`src/rtl/fifo9_arbiter_pkg.sv`:
```
// ============================================================================
//  Module   : fifo9_arbiter_pkg
//  Purpose  : Shared word layout and state encodings for the 9-bit GMII
//             FIFO arbiter (word = {dv, data[7:0]}).
//  Revision : 1.0 - initial release
// ============================================================================
`default_nettype none

package fifo9_arbiter_pkg;

  // Word layout as written by gmii2fifo9: bit 8 is the data-valid flag
  localparam int                   c_FIFO9_W    = 9;
  localparam int                   c_FIFO9_DV   = 8;
  localparam logic [c_FIFO9_W-1:0] c_FIFO9_IDLE = 9'h000;

  // Arbiter states
  typedef enum logic [1:0] {
    ST_IDLE = 2'd0,
    ST_FWD  = 2'd1,
    ST_DROP = 2'd2,
    ST_GAP  = 2'd3
  } state_t;

endpackage

`default_nettype wire

```
`src/rtl/fifo9_arbiter.sv`:
```
// ============================================================================
//  Module   : fifo9_arbiter
//  Purpose  : Frame-granular round-robin merge of two 9-bit GMII rx FIFOs
//             into one output FIFO. Strips leading idle words, truncates
//             oversize frames and appends a fixed idle-word inter-frame gap.
//  Revision : 1.0 - initial release
// ============================================================================
`default_nettype none

module fifo9_arbiter
  import fifo9_arbiter_pkg::*;
#(
  parameter logic [3:0]  GAP     = 4'h2,
  parameter int unsigned MAX_LEN = 1518
) (
  input  logic                 sys_clk,
  input  logic                 sys_rst,
  input  logic [c_FIFO9_W-1:0] in0_dout,
  input  logic                 in0_empty,
  output logic                 in0_rd_en,
  input  logic [c_FIFO9_W-1:0] in1_dout,
  input  logic                 in1_empty,
  output logic                 in1_rd_en,
  output logic [c_FIFO9_W-1:0] out_din,
  output logic                 out_wr_en,
  input  logic                 out_full,
  output logic                 grant,
  output logic [15:0]          drop_cnt
);

  localparam logic [10:0] c_MAX_LEN = 11'(MAX_LEN);

  // Registered state
  state_t                 r_state;
  logic                   r_grant;
  logic [10:0]            r_len;
  logic [3:0]             r_gap_cnt;
  logic [15:0]            r_drop_cnt;
  logic [c_FIFO9_W-1:0]   r_out_din;
  logic                   r_out_wr_en;

  // Next-state values and pop controls
  state_t                 w_state_nxt;
  logic                   w_grant_nxt;
  logic [10:0]            w_len_nxt;
  logic [3:0]             w_gap_nxt;
  logic [15:0]            w_drop_nxt;
  logic [c_FIFO9_W-1:0]   w_din_nxt;
  logic                   w_wr_nxt;
  logic                   w_pop;
  logic                   w_pop_port;
  logic                   w_sel_valid;
  logic                   w_sel;
  logic                   w_cand;

  logic [1:0][c_FIFO9_W-1:0] w_head;
  logic [1:0]                w_empty;

  assign w_head  = {in1_dout, in0_dout};
  assign w_empty = {in1_empty, in0_empty};
  assign w_cand  = ~r_grant;

  // Pop decision and next-state computation for the whole arbiter
  always_comb begin
    w_state_nxt = r_state;
    w_grant_nxt = r_grant;
    w_len_nxt   = r_len;
    w_gap_nxt   = r_gap_cnt;
    w_drop_nxt  = r_drop_cnt;
    w_din_nxt   = r_out_din;
    w_wr_nxt    = 1'b0;
    w_pop       = 1'b0;
    w_pop_port  = r_grant;
    w_sel_valid = 1'b0;
    w_sel       = w_cand;

    case (r_state)
      ST_IDLE: begin
        // The first non-empty candidate decides this cycle: either its idle
        // head is discarded or its frame start wins the grant.
        if (!w_empty[w_cand]) begin
          w_sel_valid = 1'b1;
          w_sel       = w_cand;
        end else if (!w_empty[r_grant]) begin
          w_sel_valid = 1'b1;
          w_sel       = r_grant;
        end
        if (w_sel_valid) begin
          if (w_head[w_sel][c_FIFO9_DV]) begin
            w_grant_nxt = w_sel;
            w_len_nxt   = 11'd0;
            w_state_nxt = ST_FWD;
          end else begin
            w_pop      = 1'b1;
            w_pop_port = w_sel;
          end
        end
      end

      ST_FWD: begin
        if (!w_empty[r_grant] && !out_full) begin
          if (w_head[r_grant][c_FIFO9_DV]) begin
            if (r_len < c_MAX_LEN) begin
              w_pop     = 1'b1;
              w_wr_nxt  = 1'b1;
              w_din_nxt = w_head[r_grant];
              w_len_nxt = r_len + 11'd1;
            end else begin
              // Oversize: leave the word in place, DROP drains the rest
              w_state_nxt = ST_DROP;
              if (r_drop_cnt != 16'hFFFF) begin
                w_drop_nxt = r_drop_cnt + 16'd1;
              end
            end
          end else begin
            w_pop       = 1'b1;
            w_gap_nxt   = GAP;
            w_state_nxt = (GAP == 4'h0) ? ST_IDLE : ST_GAP;
          end
        end
      end

      ST_DROP: begin
        // Discarding writes nothing, so the output FIFO level is irrelevant
        if (!w_empty[r_grant]) begin
          w_pop = 1'b1;
          if (!w_head[r_grant][c_FIFO9_DV]) begin
            w_gap_nxt   = GAP;
            w_state_nxt = (GAP == 4'h0) ? ST_IDLE : ST_GAP;
          end
        end
      end

      ST_GAP: begin
        if (!out_full) begin
          w_wr_nxt  = 1'b1;
          w_din_nxt = c_FIFO9_IDLE;
          w_gap_nxt = r_gap_cnt - 4'd1;
          if (r_gap_cnt <= 4'd1) begin
            w_gap_nxt   = 4'd0;
            w_state_nxt = ST_IDLE;
          end
        end
      end

      default: begin
        w_state_nxt = ST_IDLE;
      end
    endcase
  end

  // Pops are suppressed while reset is asserted so no FIFO word is lost
  assign in0_rd_en = sys_rst && w_pop && (w_pop_port == 1'b0);
  assign in1_rd_en = sys_rst && w_pop && (w_pop_port == 1'b1);

  // State register and registered output stage
  always_ff @(posedge sys_clk) begin
    if (!sys_rst) begin
      r_state     <= ST_IDLE;
      r_grant     <= 1'b1;
      r_len       <= 11'd0;
      r_gap_cnt   <= 4'd0;
      r_drop_cnt  <= 16'd0;
      r_out_din   <= c_FIFO9_IDLE;
      r_out_wr_en <= 1'b0;
    end else begin
      r_state     <= w_state_nxt;
      r_grant     <= w_grant_nxt;
      r_len       <= w_len_nxt;
      r_gap_cnt   <= w_gap_nxt;
      r_drop_cnt  <= w_drop_nxt;
      r_out_din   <= w_din_nxt;
      r_out_wr_en <= w_wr_nxt;
    end
  end

  assign out_din   = r_out_din;
  assign out_wr_en = r_out_wr_en;
  assign grant     = r_grant;
  assign drop_cnt  = r_drop_cnt;

endmodule

`default_nettype wire

```
`config.mk`:
```
export PLATFORM = sky130hd
export DESIGN_NAME = fifo9_arbiter
export DESIGN_NICKNAME = d
export VERILOG_FILES = /design/src/rtl/fifo9_arbiter_pkg.sv /design/src/rtl/fifo9_arbiter.sv
export SDC_FILE = /design/constraint.sdc
export NUM_CORES = 1
export LEC_CHECK = 0
export ABC_AREA = 1
export CAP_MARGIN = 40
export CORE_MARGIN = 3
export CORE_UTILIZATION = 50
export DETAILED_ROUTE_END_ITERATION = 16
export HOLD_SLACK_MARGIN = 0.05
export PLACE_DENSITY = 0.72
export SLEW_MARGIN = 5
export SYNTH_ARGS = -nofsm -noshare
export SYNTH_HDL_FRONTEND = slang
export SYNTH_SLANG_ARGS = --single-unit
```
`constraint.sdc`:
```
create_clock -name sys_clk -period 6.42 [get_ports sys_clk]
set_clock_uncertainty 0.05 [all_clocks]
set_input_delay 1.926 -clock sys_clk [delete_from_list [all_inputs] [get_ports sys_clk]]
set_output_delay 1.926 -clock sys_clk [all_outputs]
set_load 0.005 [all_outputs]
```
==> metrics, run 1 <==
endpoints failing hold=0; Syn Inst Count=429; Setup TNS=0 ns; number of flops mapped to enable cells by yosys=0; CP cell instances=clkdlybuf4s50_1, inv_1, nand2_1, nand2_1, nand2_1, nand2_1, nand2_1, nor2_2, nand3_1, nand2_1, inv_1, nor2_1, clkdlybuf4s50_1; Power Density=around 300 nW/um2; Clock transition at path regs=0.08 ns; Post-synth ARST share=0; # fillers=550; Yosys top cell area share=0.303; Layout area overhead=22.5%; Die Width=about 82 um; Sw Ratio=0.425; routability-driven placement congestion ratio=0.917; die area=6770 um2; DRT Pass-1 Iters=4; CTS resizes=0; mapped cell area=2910 um2; CP Launch Type=input port; Psw=454 uW; yosys warns=0; Seq/Total Area, Yosys=0.303; register area=881 um2; HP Class=register to register; most frequent cell after synthesis=nand2_1; largest area contributor in the netlist=dfxtp_1; Buf/Inv on CP=4; # rows=27; Finished Core Util=0.640; CTS tree=yes; Synth Area in XOR/XNOR=0.0572; Starting Density=0.522; via count=roughly 2,900; share of power burned in combinational logic=0.471; post-route ant nets=0; Simple-Gate Fraction of Synth Area=0.388; Peak Freq=0.169 GHz; htree depth=2; status=finished, final reports clean; combinational family with the most area after synthesis=simple AND/OR/NAND/NOR gates; Final Cycle Share=0.920; crit-path max FO=4; Crit-path slowest cell=clkdlybuf4s50_1; Reg power frac=0.318; Via-to-Cell Ratio=5.21; final setup fails=0; global-route wire length before repair=11,400 um; Die Ht=82.3 um; Adder-Cell Fraction of Synth Area=0.0344; # DRC=0; syn_nets=460; top post-synthesis cells by count=nand2_1 (113), nand3_1 (57), dfxtp_1 (44), a21oi_1 (41), nor2_1 (34); TritonCTS Buffers=5; detailed placement HPWL=5080 um; # nets final=507; vias in the first global route=2,580; Clock power frac=0.211; IO buf count=51; Slew @ Worst Pin=0.579 ns; internal power=614 uW; total grt overflow=0; Setup crit end kind=output port; diode count=0; CTS max path bufs=2; crit path DAT=3.93 ns; Slowest Stage Delay on Critical Path=0.51 ns; CTS sink count=44; count of hold-fix buffers inserted at cts=0; max_slew headroom=0.614; maximum vdd ir drop=193 uV; min Tclk post-route=5.90 ns; total wire length=7000 um; area occupied by multi-input gates=1790 um2; Synth Area in Compound Gates=0.136; Starting DRT DRC Count=145; Total Routing Usage GR=0.212; WL per Instance=roughly 13 um; crit path kind=input port to output port; post-synthesis register bit count=44; setup repair bufs after CTS=0; Slew Viols, Final=0; post-synthesis mux area share=0; synth unique cells=37; Worst Path Required=roughly 4.4 ns; Clock Latency Late Sink=0.30 ns; CTS root buffer=clkbuf_8; syn_area_per_cell=roughly 6.8 um2; Static Leak=roughly 1.4 nW; antenna violations before repair=0; Synth Flop Type=dfxtp_1; pin count of the biggest net entering global routing=37; io pins=52; Synth area leaders=dfxtp_1 (30%), nand2_1 (15%), nand3_1 (9.8%); share of post-route cells with drive strength above 1=0.115; Core Box Area=5570 um2; RSZ-0062 raised after global routing=no; CP most frequent cell=nand2_1; Max-cap violations=0; CP top delay family=buffers and inverters
[placed cells by master, fill, tap and decap left out, drive strengths merged]
cell type,Yosys,layout
nor3,9,9
or2,1,1
clkinv,0,1
buf,6,2
nand2,127,127
clkbuf,7,6
nand3,60,60
xnor2,8,8
bufinv,0,1
ha,8,8
o211ai,1,1
o22ai,1,1
a31oi,1,1
nor3b,1,1
xor2,11,11
a21oi,52,52
nand4,4,4
clkdlybuf4s50,0,51
inv,41,41
o21ai,8,8
dfxtp,44,44
nor2,39,39
[through the flow]
step                      std cells  power [mW]  area, um2  setup WS (ns)  hold slack, ns
after floorplan                 429       0.716       2910           1.65           0.402
after global placement          541       0.842       3440          0.545           0.405
after detailed placement        541       0.847       3440          0.507           0.412
after CTS                       549        1.08       3570          0.503           0.426
after global routing            549        1.15       3570          0.329           0.443
final                           549        1.07       3570          0.515           0.420
[tightest hold or removal path: stages, from the launching register on]
cell	delay (ns)
dfxtp_1	0.32
nand2_2	0.06
a21oi_2	0.04
[power groups by stage]
stage                     registers, mW  clock network [mW]  logic [mW]
after detailed placement          0.345                   0       0.503
after floorplan                   0.337                   0       0.379
final                             0.340               0.226       0.503
after CTS                         0.339               0.231       0.505
after global routing              0.345               0.243       0.561
after global placement            0.345                   0       0.497
[path summary, 6_finish.rpt]
| path | from | cells after the start | slack (ns) | endpoint |
|---|---|---|---|---|
| setup / recovery | in0_empty | 13 | 0.52 | in1_rd_en |
| hold / removal | out_din[5]$_SDFFE_PN0P_ | 2 | 0.42 | out_din[5]$_SDFFE_PN0P_ |
| setup reg to reg | grant$_SDFFE_PN1P_ | 9 | 3.96 | drop_cnt[0]$_SDFFE_PN0P_ |
| hold reg to reg | out_din[5]$_SDFFE_PN0P_ | 2 | 0.42 | out_din[5]$_SDFFE_PN0P_ |
[cell families (layout without fill, tap and decap cells)]
group                      after synthesis  count (layout)
buffers and inverters                   54             102
DFF                                     44              44
and+or+nand+nor                        241             241
AOI/OAI and AO/OA                       63              63
adders and majority gates                8               8
xor gates and xnor gates                19              19
[flip-flops by register name (all words and copies together), names as in the netlist]
register   flops
r_gap_cnt      4
grant          1
r_len         11
r_state        2
out_wr_en      1
out_din        9
drop_cnt      16
[routing by layer]
metal | wire length [um] | track usage | up-vias
met5 | 0 | 0 | -
met4 | 46 | 0.0482 | 0
met3 | 370 | 0.0521 | 6
met2 | 3250 | 0.361 | 69
met1 | 3330 | 0.269 | 1295
li1 | - | - | 1488
[layout make-up]
| cell class | instances | share of cell area |
|---|---|---|
| timing repair buffer | 53 | 0.147 |
| clock buffer | 6 | 0.0232 |
| inverter | 41 | 0.0439 |
| sequential | 44 | 0.247 |
| multi-input combinational | 331 | 0.502 |
| tap | 72 | 0.0253 |
| clock inverter | 2 | 0.0109 |
Note: power is estimated with default switching activity, not from simulation.
==> run 2: changes to the inputs <==
--- a/config.mk
+++ b/config.mk
@@ -12,6 +12,7 @@
 export DETAILED_ROUTE_END_ITERATION = 16
 export HOLD_SLACK_MARGIN = 0.05
 export PLACE_DENSITY = 0.72
+export REMOVE_ABC_BUFFERS = 1
 export SLEW_MARGIN = 5
 export SYNTH_ARGS = -nofsm -noshare
 export SYNTH_HDL_FRONTEND = slang
==> metrics, run 2 (synthesis results as in run 1) <==
# rows=27; Slew Viols, Final=0; die area=~6800 um2; global-route wire length before repair=~12,000 um; count of hold-fix buffers inserted at cts=0; io pins=52; Die Ht=82.3 um; max reg flops=16; maximum vdd ir drop=157 uV; CTS tree=yes; Tot Pwr=1.03 mW; CP top delay family=buffers and inverters; Setup TNS=0 ns; CTS resizes=0; Clock Latency Late Sink=0.29 ns; max_slew headroom=0.606; crit path kind=input port to output port; setup repair bufs after CTS=0; routability-driven placement congestion ratio=slightly below 0.9; CP Launch Type=input port; HP Class=register to register; register area=approximately 880 um2; htree depth=2; vias in the first global route=2,726; Slowest Stage Delay on Critical Path=about 0.51 ns; Starting Density=0.522; most frequent cells in the layout=nand2_1 (113), nand3_1 (57), clkdlybuf4s50_1 (51); RSZ-0062 raised after global routing=no; Power Density=290 nW/um2; TritonCTS Buffers=5; crit path DAT=about 4.0 ns; Static Leak=roughly 1.3 nW; total wire length=7050 um; diode count=0; pin count of the biggest net entering global routing=37; antenna violations before repair=0; endpoints failing hold=0; Peak Freq=0.169 GHz; Max-cap violations=0; DRT Pass-1 Iters=4; CTS root buffer=clkbuf_8; Final Cycle Share=0.923; post-route ant nets=0; CTS sink count=44; # nets final=507; share of post-route cells with drive strength above 1=0.115; Core Box Area=5570 um2; status=finished, final reports clean; Buf/Inv on CP=4; crit-path max FO=4; CTS max path bufs=2; CP most frequent cell=nand2_1; CP cell instances=clkdlybuf4s50_1, inv_1, nand2_1, nand2_1, nand2_1, nand2_1, nand2_1, nor2_2, nand3_1, nand2_1, inv_1, nor2_1, clkdlybuf4s50_1; Setup crit end kind=output port; Crit-path slowest cell=clkdlybuf4s50_1; total grt overflow=0; most common cell after layout, fill and taps aside=nand2_1; # DRC=0; # fillers=552; Starting DRT DRC Count=between 100 and 150; min Tclk post-route=5.93 ns; Worst Path Required=4.44 ns; area occupied by multi-input gates=1790 um2; via count=2,899; final setup fails=0; WL per Instance=~13 um; Die Width=about 80 um; Total Routing Usage GR=0.225; Via-to-Cell Ratio=5.28; Layout area overhead=21.7%; Clock transition at path regs=0.08 ns; Slew @ Worst Pin=0.591 ns; IO buf count=51; detailed placement HPWL=5090 um
-- run 2: cell types whose count changed in the layout (fill, tap and decap cells not counted), sizes merged --
cell / delta
clkinv: -1
clkinvlp: +2
bufinv: -1
-- run 2: power breakdown --
part,internal (mW),leakage (nW),total (mW),switching [mW]
Clock,0.0872,0.0434,0.184,0.0973
Combinational,0.180,0.942,0.504,0.323
Sequential,0.306,0.356,0.340,0.0342
Total,0.574,1.34,1.03,0.455
-- run 2: per-stage QoR --
step	worst slack (ns)	std cells	cell area [um2]	hold WS [ns]	util
6_report	0.494	549	3540	0.421	0.635
5_1_grt	0.237	549	3540	0.438	0.635
4_1_cts	0.505	549	3540	0.426	0.635
3_5_place_dp	0.505	541	3440	0.409	0.618
3_3_place_gp	0.595	541	3440	0.405	0.618
2_1_floorplan	1.64	416	2830	0.402	-
-- run 2: worst register-to-register path, stage by stage, from the launching register on --
cell     delay, ns
dfxtp_1       0.67
inv_2         0.23
nand2_2       0.16
nand4_1       0.24
a31oi_4       0.49
nand2_4       0.24
inv_2         0.12
nand2_1       0.06
nand2_1       0.06
nor2_1        0.04
-- run 2: worst paths after layout --
path	from	slack (ns)	endpoint	cells after the start
worst max-delay path	in0_empty	0.49	in1_rd_en	13
worst min-delay path	out_din[5]$_SDFFE_PN0P_	0.42	out_din[5]$_SDFFE_PN0P_	2
worst max register to register	grant$_SDFFE_PN1P_	3.99	drop_cnt[0]$_SDFFE_PN0P_	9
worst min register to register	out_din[5]$_SDFFE_PN0P_	0.42	out_din[5]$_SDFFE_PN0P_	2
-- run 2: metal layers --
layer | vias to the layer above | GRT usage | share of wire
met5 | - | 0 | 0
met4 | 0 | 0.0532 | 0.0098
met3 | 7 | 0.0456 | 0.052
met2 | 89 | 0.399 | 0.48
met1 | 1318 | 0.278 | 0.46
li1 | 1485 | - | -
-- run 2: final cells by class --
class / instances / area share
inverters: 41 / 0.0442
repair buffers: 53 / 0.148
well taps: 72 / 0.0254
clock inverters: 2 / 0.00424
flip-flops and latches: 44 / 0.249
multi-input cells: 331 / 0.506
clock buffers: 6 / 0.0233
